**config.mk**
```make
export PLATFORM = sky130hd
export DESIGN_NAME = debounce_filter
export DESIGN_NICKNAME = d
export VERILOG_FILES = /design/src/rtl/debounce_filter.sv
export SDC_FILE = /design/constraint.sdc
export NUM_CORES = 1
export LEC_CHECK = 0
export ABC_AREA = 1
export ABC_CLOCK_PERIOD_IN_PS = 2500
export BUFFER_PORTS_ARGS = -buffer_cell sky130_fd_sc_hd__clkbuf_2
export CAP_MARGIN = 20
export CORE_AREA = 2 2 39 41
export DETAILED_ROUTE_END_ITERATION = 8
export DIE_AREA = 0 0 41 43
export SYNTH_ARGS = -nofsm -noshare
export SYNTH_HDL_FRONTEND = slang
export SYNTH_SLANG_ARGS = --single-unit
```
**constraint.sdc**
```tcl
create_clock -name clk -period 2.5 [get_ports clk]
set_clock_uncertainty 0.2 [all_clocks]
set_input_delay 0.375 -clock clk [delete_from_list [all_inputs] [get_ports clk]]
set_output_delay 0.375 -clock clk [all_outputs]
set_load 0.01 [all_outputs]
```
**src/rtl/debounce_filter.sv**
```systemverilog
// Debounce filter: two-flop synchronizer followed by a persistence counter.
// out follows the synchronized input only after CYCLES consecutive mismatching samples.
module debounce_filter #(
  parameter int   CYCLES  = 4,
  parameter logic INITIAL = 1'b0
) (
  input  logic clk,
  input  logic rst_n,
  input  logic in,
  output logic out,
  output logic rise,
  output logic fall,
  output logic stable
);
  localparam int             CW   = $clog2(CYCLES + 1);
  localparam logic [CW-1:0]  LAST = CW'(CYCLES - 1);

  logic          s1, s2;
  logic [CW-1:0] cnt;
  logic          flip;

  // flip: the mismatch has now persisted for CYCLES samples, so out takes s2
  assign flip   = (s2 != out) && (cnt == LAST);
  assign stable = (s2 == out) && (cnt == '0);

  always_ff @(posedge clk or negedge rst_n) begin
    if (!rst_n) begin
      s1   <= INITIAL;
      s2   <= INITIAL;
      out  <= INITIAL;
      cnt  <= '0;
      rise <= 1'b0;
      fall <= 1'b0;
    end else begin
      s1   <= in;
      s2   <= s1;
      rise <= flip & s2;
      fall <= flip & ~s2;
      if (s2 == out || flip) cnt <= '0;
      else                   cnt <= cnt + CW'(1);
      if (flip) out <= s2;
    end
  end
endmodule

```
==> run_results.csv, run 1 <==
group,metric,value,unit
synth,yosysWarnings,0,
layout,fin_cells,56,
synth,seq_area_frac_synth,62.0,%
clock_tree,cts_tree,"built",
layout,drive_above_1_share,35.0,%
clock_tree,htreeDepth,1,
floorplan,design.portCount,7,
worst_hold_path,min_path_type,"in2reg",
pwr,pwr-share-clk,23.8,%
pwr,leakage,0.216,nW
pwr,combPwrFrac,30.5,%
placement,dp_hpwl,361,microns
clock_tree,cts_setup_buffers,0,
floorplan,num_rows,14,
layout,nNetsFinal,48,
detailed_routing,viasPerCell,4.02,
sta,min_period_over_period,68.1,%
global_routing,grt_max_degree,9,
worst_setup_path,worstPathCellList,"inv_1 > ha_1 > nand2_1 > a21oi_1 > clkbuf_2",
sta,setup_viol_count_final,0,
detailed_routing,via_count,225,
pwr,switching_power,0.130,mW
pwr,p_int,0.263,mW
detailed_routing,drt-total-wl,447,microns
sta,fin_ws,0.796,ns
floorplan,die_w,41,microns
worst_setup_path,endpoint_kind,"output port",
pwr,p_seq_share,45.7,%
clock_tree,clk_latency,0.25,ns
placement,dp_slack,1.03,ns
sta,hold_slack,0.0347,ns
placement,gp_congestion,0.693,
clock_tree,cts_root_buffer,"clkbuf_4",
synth,syn_area,323,sq um
worst_setup_path,path_class,"reg2out",
sta,drv_slew,0,
worst_setup_path,critPathMaxFanout,3,
synth,synth-seq-cells,8,
clock_tree,clockBufferDepth,2,
worst_setup_path,startpoint_type,"flop",
pwr,power_density,970,nW/um^2
worst_setup_path,arrival,1.13,ns
synth,syn_inst,30,
global_routing,grt_usage,7.29,%
synth,synth_nets,36,
placement,placedCellCount,52,
detailed_routing,drtIter0Drc,0,
layout,area_growth_syn_to_layout,25.6,%
floorplan,dieArea,1760,sq um
worst_setup_path,rr_startpoint,"cnt[0]",
sta,setup-tns-final,0,ns
worst_setup_path,slowest_delay,0.39,ns
flow_run,maxCapViolations,0,
detailed_routing,wl_per_cell,7.98,microns
worst_setup_path,slowest_stage,"dfrtp_1",
worst_hold_path,min_from,"in",
detailed_routing,dr.pass1.iters,1,
floorplan,die_y,43,microns
pwr,power.share.switching,33.1,%
detailed_routing,drc,0,
layout,diodes,0,
floorplan,fp.coreArea,1380,sq um
clock_tree,cts_buffers,3,
global_routing,antenna_found_initial,0,
clock_tree,path_clk_slew,0.05,ns
sta,hold_violations,0,
detailed_routing,antenna_left,0,
global_routing,grt_pass1_vias,204,
sta,min_period,1.70,ns
sta,rsz0062_at_grt,"no",
sta,max_freq,587,MHz
pwr,vdd_drop_max,0.000540,V
synth,syn_avg_cell_area,10.8,sq um
clock_tree,ctsHoldBuffers,1,
layout,final_util,29.3,%
worst_setup_path,crit_start,"cnt[0]",
placement,place.port_buffers,6,
synth,yosysUniqueCellTypes,11,
worst_setup_path,crit_required,1.92,ns
global_routing,overflow,0,
clock_tree,cts_sinks,8,
clock_tree,cts_resized,0,
sta,relSlewSlack,87.0,%
sta,worstMarginPinSlew,0.194,ns
floorplan,start_util,23.3,%
layout,fill_cells,150,
global_routing,grt_first_pass_wirelength,765,microns
run_status,status,"complete, no violations",
final timing paths:
path / to / slack (ns) / cells past startpoint
max: stable / 0.80 / 5
min: s1 / 0.03 / 1
max reg2reg: cnt[0] / 1.13 / 5
min reg2reg: s2 / 0.14 / 0
max in group asynchronous: cnt[2] / 1.62 / 2
min in group asynchronous: s2 / 0.30 / 2
registers in the layout, summed over array words and instances (netlist names):
register / count
cnt: 3
fall: 1
out: 1
rise: 1
s1: 1
s2: 1
worst max-delay path: cells and delay by family, from the launching register on:
family	cells	cell delay (ns)
buf+inv	2	0.20
compound gates	1	0.11
simple gates	1	0.05
flops	1	0.39
fa+ha+maj	1	0.13
area by class of cell:
class | count | area (sq um) | share of cell area, %
Sequential cell | 8 | 200 | 49.4
Multi-Input combinational cell | 15 | 96.3 | 23.8
Timing Repair Buffer | 7 | 40.0 | 9.88
Inverter | 7 | 26.3 | 6.48
Clock buffer | 3 | 22.5 | 5.56
Tap cell | 16 | 20.0 | 4.94
per-stage QoR:
stage	area (sq um)	power [mW]
after floorplan	323	0.265
after global placement	373	0.300
after detailed placement	373	0.304
after CTS	405	0.402
after global routing	405	0.427
final	405	0.393
metal layers:
layer / routed length (microns) / part of all wire, % / track usage [%] / vias to the layer above
li1: - / - / - / 113
met2: 222 / 50 / 10.3 / 9
met5: 0 / 0 / 0 / -
met1: 167 / 37 / 5.96 / 101
met3: 51 / 11 / 7.85 / 2
met4: 6 / 1.3 / 4.00 / 0
Yosys cell counts:
| cell type | count | area, sq um |
|---|---|---|
| nand3_2 | 1 | 10.0 |
| nor2_1 | 3 | 11.3 |
| inv_2 | 3 | 11.3 |
| nand2_2 | 1 | 6.26 |
| dfrtp_1 | 8 | 200 |
| o21ai_0 | 1 | 5.00 |
| nor3_1 | 2 | 10.0 |
| inv_1 | 4 | 15.0 |
| ha_1 | 3 | 37.5 |
| nand2_1 | 3 | 11.3 |
| a21oi_1 | 1 | 5.00 |
placed cells by master (no fill, tap or decap):
cell type,netlist,layout
inv_2,3,3
a21oi_1,1,1
ha_1,3,3
nand2_1,3,3
dlygate4sd3_1,0,1
o21ai_0,1,1
nand3_2,1,1
clkbuf_2,0,6
nor3_1,2,2
clkbuf_4,0,3
inv_1,4,4
nor2_1,3,3
nand2_2,1,1
dfrtp_1,8,8
power groups by stage:
| stage | clock (mW) | combinational, mW | sequential [mW] |
|---|---|---|---|
| finish | 0.0937 | 0.120 | 0.180 |
| global route | 0.105 | 0.138 | 0.184 |
| CTS | 0.0983 | 0.122 | 0.181 |
| detailed placement | 0 | 0.121 | 0.183 |
| global placement | 0 | 0.118 | 0.182 |
| floorplan | 0 | 0.0819 | 0.183 |
logic make-up (layout without fill, tap and decap cells):
kind of cell	count (synthesis)	after routing	share of synthesized area [%]
simple gates	10	10	15.1
flops	8	8	62.0
buf+inv	7	17	8.14
fa+ha+maj	3	3	11.6
compound gates	2	2	3.10
Power figures use the tool's default switching activity.
==> run 2, diff against run 1 <==
- ABC_AREA: 1 -> 0
- ABC_CLOCK_PERIOD_IN_PS: 2500 -> 1450
- clock period: 2.5 -> 1.45 ns (I/O delays scaled with it)
==> run 2 against run 1 <==
Effect of this change: the run now ends with negative setup slack left; non-clock buffer count grew 7; die area did not move; final area increased by 16%; flip-flop and latch count unchanged; sequential share of layout area is 6.8 points lower; critical path type unchanged; highest routed layer is now met3.
==> run_results.csv, run 2 <==
group,metric,value,unit
synth,synthTopCellsByCount,"dfrtp_1, inv_1, ha_1",
placement,place.port_buffers,6,
floorplan,num_rows,14,
sta,fin_ws,-0.103,ns
floorplan,dieArea,1760,sq um
worst_setup_path,arrival,1.14,ns
placement,gp_congestion,0.654,
synth,seq_area_frac_synth,65.6,%
layout,fin_cells,57,
layout,area_growth_syn_to_layout,54.1,%
detailed_routing,antenna_left,0,
pwr,leakage,0.239,nW
pwr,pwr-share-clk,20.4,%
clock_tree,path_clk_slew,0.05,ns
worst_hold_path,min_path_type,"in2async",
worst_setup_path,r2r_end,"out",
detailed_routing,viasPerCell,4.04,
detailed_routing,wl_met2,284,microns
layout,regMostFlops,"cnt",
synth,synth_most_common_cell,"dfrtp_1",
sta,min_period_over_period,107,%
global_routing,overflow,0,
floorplan,start_util,22.1,%
worst_setup_path,path_class,"reg2out",
worst_setup_path,startpoint_type,"flop",
sta,hold_violations,0,
placement,dp_hpwl,323,microns
synth,synth.top_cell.area_share,65.6,%
sta,rsz0062_at_grt,"yes",
pwr,power_density,1720,nW/um^2
clock_tree,cts_root_buffer,"clkbuf_4",
clock_tree,clk_latency,0.25,ns
layout,design_area,470,sq um
synth,syn_inst,24,
floorplan,die_w,41,microns
placement,placedCellCount,47,
sta,worstMarginPinSlew,0.194,ns
detailed_routing,drc,0,
run_status,status,"finished, violations left",
synth,synth-seq-cells,8,
pwr,p_int,0.559,mW
global_routing,grt_usage,7.51,%
sta,drv_slew,0,
layout,drive_above_1_share,51.2,%
clock_tree,cts_buffers,3,
synth,synth_nets,30,
detailed_routing,route.met3.wl,62,microns
floorplan,design.portCount,7,
detailed_routing,drtIter0Drc,3,
sta,min_period,1.55,ns
detailed_routing,wl_per_cell,10.2,microns
synth,synthArstFlopShare,100,%
clock_tree,cts_tree,"built",
pwr,p_seq_share,37.0,%
placement,dpl_cell_area,363,sq um
global_routing,grt_first_pass_wirelength,821,microns
clock_tree,cts_sinks,8,
clock_tree,htreeDepth,1,
run_status,violations,"negative setup slack",
detailed_routing,drt-total-wl,583,microns
sta,max_freq,644,MHz
clock_tree,clockBufferDepth,2,
worst_setup_path,rr_startpoint,"cnt[0]",
synth,synth_enable_flop_cells,0,
placement,dp_slack,0.111,ns
synth,yosysUniqueCellTypes,10,
layout,mostFrequentLayoutCell,"dfrtp_1",
synth,syn_avg_cell_area,12.7,sq um
pwr,combPwrFrac,42.7,%
layout,final_cell_mix,"dfrtp_1, buf_4, clkbuf_2",
pwr,vdd_drop_max,0.000760,V
synth,synth.top_cells.by_area,"dfrtp_1, ha_1, inv_1",
detailed_routing,top_layer_used,"met3",
pwr,power.share.switching,31.1,%
synth,yosysWarnings,0,
sta,setup_viol_count_final,1,
worst_setup_path,reg2reg_depth,5,
sta,relSlewSlack,87.1,%
detailed_routing,dr.pass1.iters,2,
global_routing,antenna_found_initial,0,
layout,largest_register_ffs,3,
floorplan,fp.coreArea,1380,sq um
global_routing,grt_pass1_vias,204,
synth,synth_top_flop_cell,"dfrtp_1",
worst_setup_path,ff2ff_setup_slack,0.03,ns
detailed_routing,met1Wirelength,236,microns
floorplan,die_y,43,microns
worst_setup_path,endpoint_kind,"output port",
pwr,switching_power,0.252,mW
layout,nNetsFinal,49,
layout,diodes,0,
synth,syn_area,305,sq um
worst_setup_path,crit_start,"s2",
worst_setup_path,crit_required,1.03,ns
global_routing,grt_max_degree,9,
worst_setup_path,critPathMaxFanout,3,
flow_run,maxCapViolations,0,
synth,yosys.area.top_type,"dfrtp_1",
detailed_routing,via_count,230,
run 2: cell types whose count changed in the layout (fill, tap and decap cells not counted), sizes merged, moves of 2 or more:
cell,delta
nor3b,+2
nand2,-3
buf,+7
inv,-3
nor2,-2
run 2: layout make-up:
type / instances / area (sq um)
multi-input cells: 12 / 118
flip-flops and latches: 8 / 200
repair buffers: 14 / 95.1
inverters: 4 / 15.0
well taps: 16 / 20.0
fillers: 140 / 913
clock buffers: 3 / 22.5
run 2: metrics by stage:
stage | power [mW] | hold slack (ns) | util [%] | TNS, ns
global route | 0.874 | 0.151 | 34.0 | -0.253
global placement | 0.505 | -0.132 | 26.2 | 0
detailed placement | 0.509 | -0.127 | 26.2 | 0
finish | 0.811 | 0.136 | 34.0 | -0.103
CTS | 0.742 | 0.142 | 31.1 | -0.0807
floorplan | 0.425 | -0.278 | - | 0
run 2: layer usage:
metal,track usage [%],vias up
met5,0,-
met4,2.00,0
met3,7.85,0
met2,8.44,10
met1,9.67,107
li1,-,113
run 2: repair_timing:
item / CTS / global route
hold endpoints to repair: 9 / 0
pin swaps: 2 / 2
setup endpoints to repair: 1 / 5
buffers inserted: 3 / 2
hold buffers: 2 / 0
resized for setup: 1 / 6
run 2: how the worst max path moves through the flow:
stage                     slack, ns  endpoint
after global placement         0.12       out
after detailed placement       0.11    cnt[1]
final                         -0.10    stable
after CTS                     -0.08    stable
after floorplan                0.13    stable
after global routing          -0.18    stable
run 2: worst max-delay path, cell delays in order, from the launching register on:
cell and delay [ns]:
dfrtp_1 0.41, xnor2_2 0.18, and3_1 0.17, buf_2 0.13
run 2: power by group through the flow:
stage | Combinational (mW) | Sequential (mW) | Clock (mW)
3_5_place_dp | 0.201 | 0.308 | 0
4_1_cts | 0.275 | 0.294 | 0.173
6_report | 0.346 | 0.300 | 0.165
3_3_place_gp | 0.198 | 0.307 | 0
2_1_floorplan | 0.115 | 0.311 | 0
5_1_grt | 0.389 | 0.304 | 0.181
run 2: cells by family (layout without fill, tap and decap cells):
family	count (synthesis)	count (layout)	synth area share, %
flip-flops	8	8	65.6
AND/OR/NAND/NOR	7	7	12.7
adder cells (fa/ha/maj)	3	3	12.3
AO/OA/AOI/OAI	1	1	1.64
buffers and inverters	4	21	4.92
XOR/XNOR	1	1	2.87
